File: config.mk
export PLATFORM = sky130hd
export DESIGN_NAME = seq_divider_16by8_flat
export DESIGN_NICKNAME = d
export VERILOG_FILES = /design/src/rtl/seq_divider_16by8_if.sv /design/src/rtl/seq_divider_16by8.sv /design/src/flat_wrapper.sv
export SDC_FILE = /design/constraint.sdc
export NUM_CORES = 1
export LEC_CHECK = 0
export BUFFER_PORTS_ARGS = -buffer_cell sky130_fd_sc_hd__buf_2
export CAP_MARGIN = 10
export CORE_MARGIN = 4
export CORE_UTILIZATION = 35
export CTS_BUF_LIST = sky130_fd_sc_hd__clkbuf_16
export DETAILED_ROUTE_END_ITERATION = 8
export PLACE_DENSITY_LB_ADDON = 0.08
export SYNTH_ARGS = -nofsm -noshare
export SYNTH_HDL_FRONTEND = slang
export SYNTH_SLANG_ARGS = --single-unit
export TNS_END_PERCENT = 10
File: constraint.sdc
create_clock -name clk -period 3.3 [get_ports clk]
set_clock_uncertainty 0.1 [all_clocks]
set_input_delay 0.495 -clock clk [delete_from_list [all_inputs] [get_ports clk]]
set_output_delay 0.495 -clock clk [all_outputs]
set_load 0.03 [all_outputs]
File: src/rtl/seq_divider_16by8_if.sv
// Operand/result handshake bundle for the sequential 2W-by-W divider.
// The master side supplies operands and consumes results; the slave side is the divider.
interface seq_divider_16by8_if #(
   parameter int W = 8
);
   logic             in_valid;
   logic             in_ready;
   logic [2*W-1:0]   dividend;
   logic [W-1:0]     divisor;
   logic             out_valid;
   logic             out_ready;
   logic [2*W-1:0]   quotient;
   logic [W-1:0]     remainder;
   logic             div_by_zero;

   modport master (
      output in_valid, dividend, divisor, out_ready,
      input  in_ready, out_valid, quotient, remainder, div_by_zero
   );

   modport slave (
      input  in_valid, dividend, divisor, out_ready,
      output in_ready, out_valid, quotient, remainder, div_by_zero
   );
endinterface

File: src/rtl/seq_divider_16by8.sv
// Restoring divider: 2W-bit dividend by W-bit divisor, one quotient bit per clock,
// valid/ready on both operand and result sides; divide-by-zero short-circuits to DONE.
module seq_divider_16by8 #(
   parameter int W = 8
) (
   input  logic              clk,
   input  logic              rst_n,
   seq_divider_16by8_if.slave bus
);
   localparam int CW = $clog2(2*W);

   typedef enum logic [1:0] {IDLE, CALC, DONE} state_t;

   state_t          state;
   logic [CW-1:0]   cnt;
   logic [W:0]      prem;
   logic [2*W-1:0]  dvd;
   logic [W-1:0]    dvs;
   logic            in_ready_r;
   logic            out_valid_r;
   logic [2*W-1:0]  quo_r;
   logic [W-1:0]    rem_r;
   logic            dbz_r;
   logic [W+1:0]    step;

   // Result packs {quotient bit, next partial remainder}; tmp never exceeds 2*divisor-1,
   // so the difference always fits back into W+1 bits with the top slot free for the bit.
   function automatic logic [W+1:0] div_step(input logic [W:0] pr, input logic bitin,
                                             input logic [W-1:0] d);
      logic [W+1:0] tmp;
      logic [W+1:0] r;
      tmp = {pr, bitin};
      if (tmp >= {2'b00, d}) begin
         r        = tmp - {2'b00, d};
         r[W+1]   = 1'b1;
      end else begin
         r        = tmp;
         r[W+1]   = 1'b0;
      end
      return r;
   endfunction

   always_comb begin
      step = div_step(prem, dvd[cnt], dvs);
   end

   always_ff @(posedge clk) begin
      if (!rst_n) begin
         state       <= IDLE;
         cnt         <= '0;
         prem        <= '0;
         dvd         <= '0;
         dvs         <= '0;
         in_ready_r  <= 1'b1;
         out_valid_r <= 1'b0;
         quo_r       <= '0;
         rem_r       <= '0;
         dbz_r       <= 1'b0;
      end else begin
         case (state)
            IDLE: begin
               if (bus.in_valid && in_ready_r) begin
                  dvd        <= bus.dividend;
                  dvs        <= bus.divisor;
                  in_ready_r <= 1'b0;
                  if (bus.divisor == '0) begin
                     state       <= DONE;
                     out_valid_r <= 1'b1;
                     quo_r       <= '1;
                     rem_r       <= bus.dividend[W-1:0];
                     dbz_r       <= 1'b1;
                  end else begin
                     state <= CALC;
                     cnt   <= CW'(2*W-1);
                     prem  <= '0;
                     dbz_r <= 1'b0;
                  end
               end
            end
            CALC: begin
               // quotient register doubles as the shift register; its stale bits are
               // shifted out completely after 2W steps
               prem  <= step[W:0];
               quo_r <= {quo_r[2*W-2:0], step[W+1]};
               if (cnt == '0) begin
                  state       <= DONE;
                  out_valid_r <= 1'b1;
                  rem_r       <= step[W-1:0];
               end else begin
                  cnt <= cnt - CW'(1);
               end
            end
            DONE: begin
               if (bus.out_ready) begin
                  state       <= IDLE;
                  out_valid_r <= 1'b0;
                  in_ready_r  <= 1'b1;
               end
            end
            default: begin
               state       <= IDLE;
               in_ready_r  <= 1'b1;
               out_valid_r <= 1'b0;
            end
         endcase
      end
   end

   assign bus.in_ready    = in_ready_r;
   assign bus.out_valid   = out_valid_r;
   assign bus.quotient    = quo_r;
   assign bus.remainder   = rem_r;
   assign bus.div_by_zero = dbz_r;
endmodule

File: src/flat_wrapper.sv
// flat-port wrapper written by rule: the top's interface ports become plain ports
module seq_divider_16by8_flat 
#(
   parameter int W = 8
)
  (clk, rst_n, bus_in_valid, bus_dividend, bus_divisor, bus_out_ready, bus_in_ready, bus_out_valid, bus_quotient, bus_remainder, bus_div_by_zero);
  seq_divider_16by8_if #(.W(W)) bus_i ();
  input  logic clk;
  input  logic rst_n;
  input wire logic [$bits(bus_i.in_valid)-1:0] bus_in_valid;
  input wire logic [$bits(bus_i.dividend)-1:0] bus_dividend;
  input wire logic [$bits(bus_i.divisor)-1:0] bus_divisor;
  input wire logic [$bits(bus_i.out_ready)-1:0] bus_out_ready;
  output wire logic [$bits(bus_i.in_ready)-1:0] bus_in_ready;
  output wire logic [$bits(bus_i.out_valid)-1:0] bus_out_valid;
  output wire logic [$bits(bus_i.quotient)-1:0] bus_quotient;
  output wire logic [$bits(bus_i.remainder)-1:0] bus_remainder;
  output wire logic [$bits(bus_i.div_by_zero)-1:0] bus_div_by_zero;
  assign bus_i.in_valid = bus_in_valid;
  assign bus_i.dividend = bus_dividend;
  assign bus_i.divisor = bus_divisor;
  assign bus_i.out_ready = bus_out_ready;
  assign bus_in_ready = bus_i.in_ready;
  assign bus_out_valid = bus_i.out_valid;
  assign bus_quotient = bus_i.quotient;
  assign bus_remainder = bus_i.remainder;
  assign bus_div_by_zero = bus_i.div_by_zero;
  seq_divider_16by8 #(.W(W)) u_core (.clk(clk), .rst_n(rst_n), .bus(bus_i));
endmodule
Yosys cells after proc, flatten, opt, wreduce, memory -nomap -nowiden
Cells that the tools add are included.
{"block": "classes", "n_addsub": 2, "order_cmp": 2, "n_eq_ne": 8, "mux": 31, "bitwise": 1, "reduce_logical": 13}
{"cell": "two-way mux 16 bit", "count": 2}
{"cell": "case mux 16 bit (2 select lines)", "count": 1}
{"cell": "two-way mux 8 bit", "count": 3}
{"cell": "two-way mux 9 bit", "count": 2}
{"cell": "case mux 9 bit (2 select lines)", "count": 1}
{"cell": "case mux 8 bit (2 select lines)", "count": 1}
{"cell": "two-way mux 4 bit", "count": 3}
{"cell": "AND reduction 3 bit", "count": 4}
{"cell": "AND reduction 4 bit", "count": 3}
{"cell": "greater-or-equal comparator 10 x 8 -> 1 bit", "count": 1}
{"cell": "two-way mux 10 bit", "count": 1}
{"cell": "subtractor 9 x 8 -> 9 bit", "count": 1}
{"cell": "zero test 8 bit", "count": 1}
{"cell": "two-way mux 1 bit", "count": 8}
{"cell": "two-way mux 2 bit", "count": 4}
{"cell": "case mux 4 bit (2 select lines)", "count": 1}
{"cell": "inequality test 2 x 1 -> 1 bit (second input constant)", "count": 3}
{"cell": "inequality test 2 bit (second input constant)", "count": 3}
{"cell": "case mux 1 bit (3 select lines)", "count": 2}
{"cell": "case mux 2 bit (3 select lines)", "count": 1}
{"cell": "< comparator 4 x 5 -> 1 bit (second input constant)", "count": 1}
{"cell": "binary-select mux 1 bit (select 4 bit)", "count": 1}
{"cell": "zero test 4 bit", "count": 1}
{"cell": "subtractor 4 x 1 -> 4 bit (second input constant)", "count": 1}
{"cell": "other kinds (7)", "count": 7}
{"block": "totals", "reg_bits": 66, "in_bits": 28, "output_inout_bits": 27, "wordCells": 67}

Longest topological paths before layout
{"block": "depth", "word_depth": 6, "mapped_depth": 14, "ltp_nobuf": 13}

Worst setup path after synthesis
No wires, ideal clock.
{"block": "synth_path", "path_type": "register -> register", "start": "register u_core.cnt[0]", "end": "register u_core.prem[8]", "setup_ns": 0.070, "t_arrival_ns": 2.789, "required_ns": 3.130, "setup_slack_ns": 0.341, "stages_incl_launch_ff": 13, "path_buffers": 1, "period_less_slack_ns": 2.959, "cell_sequence": "dfxtp_1 buf_2 mux4_2 a22o_1 nor2_1 ha_1 fa_1 nand2b_1 o2bb2ai_1 nor2_1 or4_1 a21o_1 a21boi_1"}
{"block": "synth_between", "elab_chain_len": 5, "word_cells_on_any_way": 6, "cone_classes": "add/sub (1); order compare (1); mux (4)"}
{"element": "start: declaration", "line": "seq_divider_16by8.sv:15", "text": "logic [CW-1:0] cnt;"}
{"element": "start signal: assignment", "line": "seq_divider_16by8.sv:74", "text": "cnt <= CW'(2*W-1);"}
{"element": "start signal: assignment", "line": "seq_divider_16by8.sv:90", "text": "cnt <= cnt - CW'(1);"}
{"element": "binary-select mux 1 bit (select 4 bit) (*)", "line": "seq_divider_16by8.sv:44", "text": "step = div_step(prem, dvd[cnt], dvs);"}
{"element": "two-way mux 1 bit (not written as such) (*)", "line": "seq_divider_16by8.sv:44"}
{"element": "subtractor 9 x 8 -> 9 bit / greater-or-equal comparator 10 x 8 -> 1 bit (equally long branches)", "line": "seq_divider_16by8.sv:34, seq_divider_16by8.sv:33"}
{"element": "two-way mux 10 bit (*)", "line": "seq_divider_16by8.sv:33", "text": "if (tmp >= {2'b00, d}) begin"}
{"element": "case mux 9 bit (2 select lines) (*)", "line": "seq_divider_16by8.sv:60", "text": "case (state)"}
{"element": "end signal: assignment", "line": "seq_divider_16by8.sv:83", "text": "prem <= step[W:0];"}
{"element": "end: declaration", "line": "seq_divider_16by8.sv:16", "text": "logic [W:0] prem;"}
Every way passes the cells marked *; elsewhere a longest branch is shown, timed or not. The select of a mux whose other input is x is not followed.
A chain may end at the register's enable or synchronous reset.

Worst setup path after layout
{"block": "layout_path", "start": "register u_core.cnt[0]", "end": "register u_core.rem_r[6], in the netlist u_core.bus.remainder[6]"}
{"block": "layout_between", "elab_chain_len": 6, "word_cells_on_any_way": 10, "cone_classes": "add/sub (1); order compare (1); eq/ne (1); mux (5); reduce/logical (2)"}
{"element": "binary-select mux 1 bit (select 4 bit)", "line": "seq_divider_16by8.sv:44"}
{"element": "two-way mux 1 bit (not written as such)", "line": "seq_divider_16by8.sv:44"}
{"element": "subtractor 9 x 8 -> 9 bit / greater-or-equal comparator 10 x 8 -> 1 bit (equally long branches)", "line": "seq_divider_16by8.sv:34, seq_divider_16by8.sv:33"}
{"element": "two-way mux 10 bit", "line": "seq_divider_16by8.sv:33"}
{"element": "two-way mux 8 bit", "line": "seq_divider_16by8.sv:85", "text": "if (cnt == '0) begin"}
{"element": "case mux 8 bit (2 select lines)", "line": "seq_divider_16by8.sv:60"}
{"element": "end signal: assignment", "line": "seq_divider_16by8.sv:70", "text": "rem_r <= bus.dividend[W-1:0];"}
{"element": "end signal: assignment", "line": "seq_divider_16by8.sv:88", "text": "rem_r <= step[W-1:0];"}
{"element": "end: declaration", "line": "seq_divider_16by8.sv:22", "text": "logic [W-1:0] rem_r;"}
Several ways; a longest one is shown, not always the timed one. The select of a mux whose other input is x is not followed.

==> out/results.ini <==
[critical_path]
end_kind=flip-flop
worst_path_largest_cell_delay_ps=380
crit_required_ps=3400
arrival_ps=3170
crit_path_frequent_cell=nor2_1
startpoint_type=flip-flop
reg2reg_depth=13
crit_fanout=7
critPathBufInv=0
slowest_stage=dfxtp_4
crit_type=reg2reg
cp_cell_sequence=mux2i_1 > a221oi_2 > nor2_1 > nor2_1 > nor2_1 > ha_1 > fa_1 > nand2b_1 > o2bb2ai_2 > a21oi_2 > nor2_2 > o211ai_1 > a31oi_1
cp_top_family=compound AO/OA/AOI/OAI gates
startpoint=u_core.cnt[0]$_SDFFE_PN0P_
r2r-start=u_core.cnt[0]$_SDFFE_PN0P_
crit_cells=13

[synth]
synthCells=362
synth_flop_cell=dfxtp_1
ys_types=56
synth_seq_cells=66
synth_edf_count=0
ys_seq_area_share_pct=41.4
ys_async_sr_fraction_pct=0
syn-num-nets=400
yosys_warnings=0
avgSynthCellArea_um2=8.81
syn-cell-area_um2=3190

[routing]
routed_wl_mm=8.38
wire_per_inst_um=15.9
dr.pass1.iters=4
vias=2803
drtIter0Drc=104
drcViolationCount=0
via_per_inst=5.31
antenna_left=0

[grt]
grt_max_degree=52
antenna_found_initial=0
grt_overflow=0
grt_pass1_vias=2613
grt_pass1_wl_mm=13.5
grtUsageTotal_pct=16.4

[floorplan]
start_util_pct=36.2
num_rows=34
die_w_um=103
ioPinCount=55
core_um2=8810
die_y_um=103
die_area_um2=10700

[timing]
max_clock_freq_ghz=0.326
rsz0062_at_grt=no
finalCritPeriodShare_pct=92.9
fin_tns_setup_ps=0
finalCriticalPeriod_ps=3070
setup_viol=0
worst_pin_slew_ps=849
setup_ws_ps=234
drv_slew=0
hold_viol=0
slew_headroom_pct=43.4
hold_slack_ps=310

[layout]
layout.nets=453
drive_gt1_share_pct=25.0
antennaDiodeCount=0
final_cell_mix=nand2_1, dfxtp_1, buf_2, a21boi_0, o21ai_0
area_growth_pct=23.0
layout_commonest_cell=nand2_1
design_area_um2=3920

[pwr]
power_w=0.00353
pwr_density_cell_nw_per_um2=901
leakagePower_nw=1.62
irDropWorstVdd_mv=0.304

[hold_path]
whs_path_depth=3
min_path_type=in2reg
hold_start=bus_dividend[11]

[place]
hpwl_mm=6.03
io_buffers=54
preCtsSetupSlack_ps=-100
dpl_cell_area_um2=3550
gp_congestion=0.855

[clock_network]
htree_num_levels=3
tritoncts=done
cts_root_buf=clkbuf_16
clockBufferDepth=2
numCtsBuffers=9
path_clk_slew_ps=60
insertion_delay_ps=330
cts_sinks=66

[run_status]
status=finished, final reports clean

[flow_run]
cap_violations=0

## tightest hold or removal path: stages
cell and delay (ps):
buf_2 90, nand2_1 40, a21boi_0 60
## synth_stat cells, drive strengths merged (2+ instances only)
cell type | number | share of area, %
nand4 | 2 | 0.39
a21o | 4 | 0.94
o211ai | 5 | 1.2
nand3 | 8 | 1.3
xnor2 | 2 | 0.55
inv | 13 | 1.5
nor2b | 3 | 0.59
mux2i | 4 | 1.3
a21boi | 33 | 7.8
nor2 | 17 | 2.6
or3 | 7 | 1.4
a21oi | 14 | 2.3
clkbuf | 14 | 1.6
o21ai | 17 | 2.7
or4 | 3 | 0.94
o21a | 2 | 0.47
nor3 | 4 | 0.78
o221a | 15 | 5.3
nand3b | 2 | 0.47
a211oi | 3 | 0.71
ha | 9 | 3.5
nand2 | 72 | 8.6
buf | 6 | 1.3
and3 | 2 | 0.39
a31oi | 11 | 2.4
dfxtp | 66 | 41
a221oi | 2 | 0.55
nor3b | 2 | 0.47
nand2b | 5 | 1.1
mux4 | 2 | 1.4
## where the power goes
part / leakage [nW] / internal [W] / switching [W]
logic: 0.926 / 0.000540 / 0.000877
clock network: 0.152 / 0.000666 / 0.000376
registers: 0.541 / 0.000942 / 0.000131
## state kept, by name (all words and copies together), names as in the netlist
name,cells
u_core.bus.div_by_zero,1
u_core.bus.in_ready,1
u_core.bus.out_valid,1
u_core.bus.quotient,16
u_core.bus.remainder,8
u_core.cnt,4
u_core.dvd,16
u_core.dvs,8
u_core.prem,9
u_core.state,2
## cells by family after synthesis
family	after synthesis	share of synthesized area [%]
flip-flops	66	41.4
buffers and inverters	33	4.47
AND/OR/NAND/NOR	129	19.3
XOR/XNOR	3	0.824
multiplexers	6	2.67
adder cells (fa/ha/maj)	10	4.16
AO/OA/AOI/OAI	115	27.1
## worst paths after layout
kind / slack [ps] / end
max: 230 / u_core.bus.remainder[6]$_SDFFE_PN0P_
min reg2reg: 370 / u_core.dvd[10]$_SDFFE_PN0P_
max reg2reg: 230 / u_core.bus.remainder[6]$_SDFFE_PN0P_
min: 310 / u_core.dvd[11]$_SDFFE_PN0P_
## final cells by class
| class | instances | area, um2 |
|---|---|---|
| fillers | 902 | 4890 |
| clock buffers | 9 | 225 |
| well taps | 108 | 135 |
| multi-input cells | 263 | 1750 |
| clock inverters | 7 | 101 |
| flip-flops and latches | 66 | 1330 |
| inverters | 13 | 48.8 |
| repair buffers | 62 | 330 |
## repair_timing
action                                  in CTS  in global routing
endpoints found under the setup margin       8                 16
endpoints found under the hold margin        0                  0
pin swaps                                    0                  1
setup buffers                                0                  1
hold buffers                                 0                  0
resized for setup                            1                  7
## routing by layer
metal | vias to the layer above | share of wire [%] | global-route usage (%)
met2 | 47 | 47 | 25.4
li1 | 1413 | - | -
met4 | 0 | 0.43 | 5.68
met5 | - | 0 | 0
met1 | 1341 | 49 | 22.6
met3 | 2 | 3.6 | 3.69
## through the flow
step	utilization, %	std cells
final	44.5	528
after global routing	44.5	528
after detailed placement	40.3	511
after CTS	44.1	527
after global placement	40.3	511
after floorplan	-	362
Power figures use the tool's default switching activity.
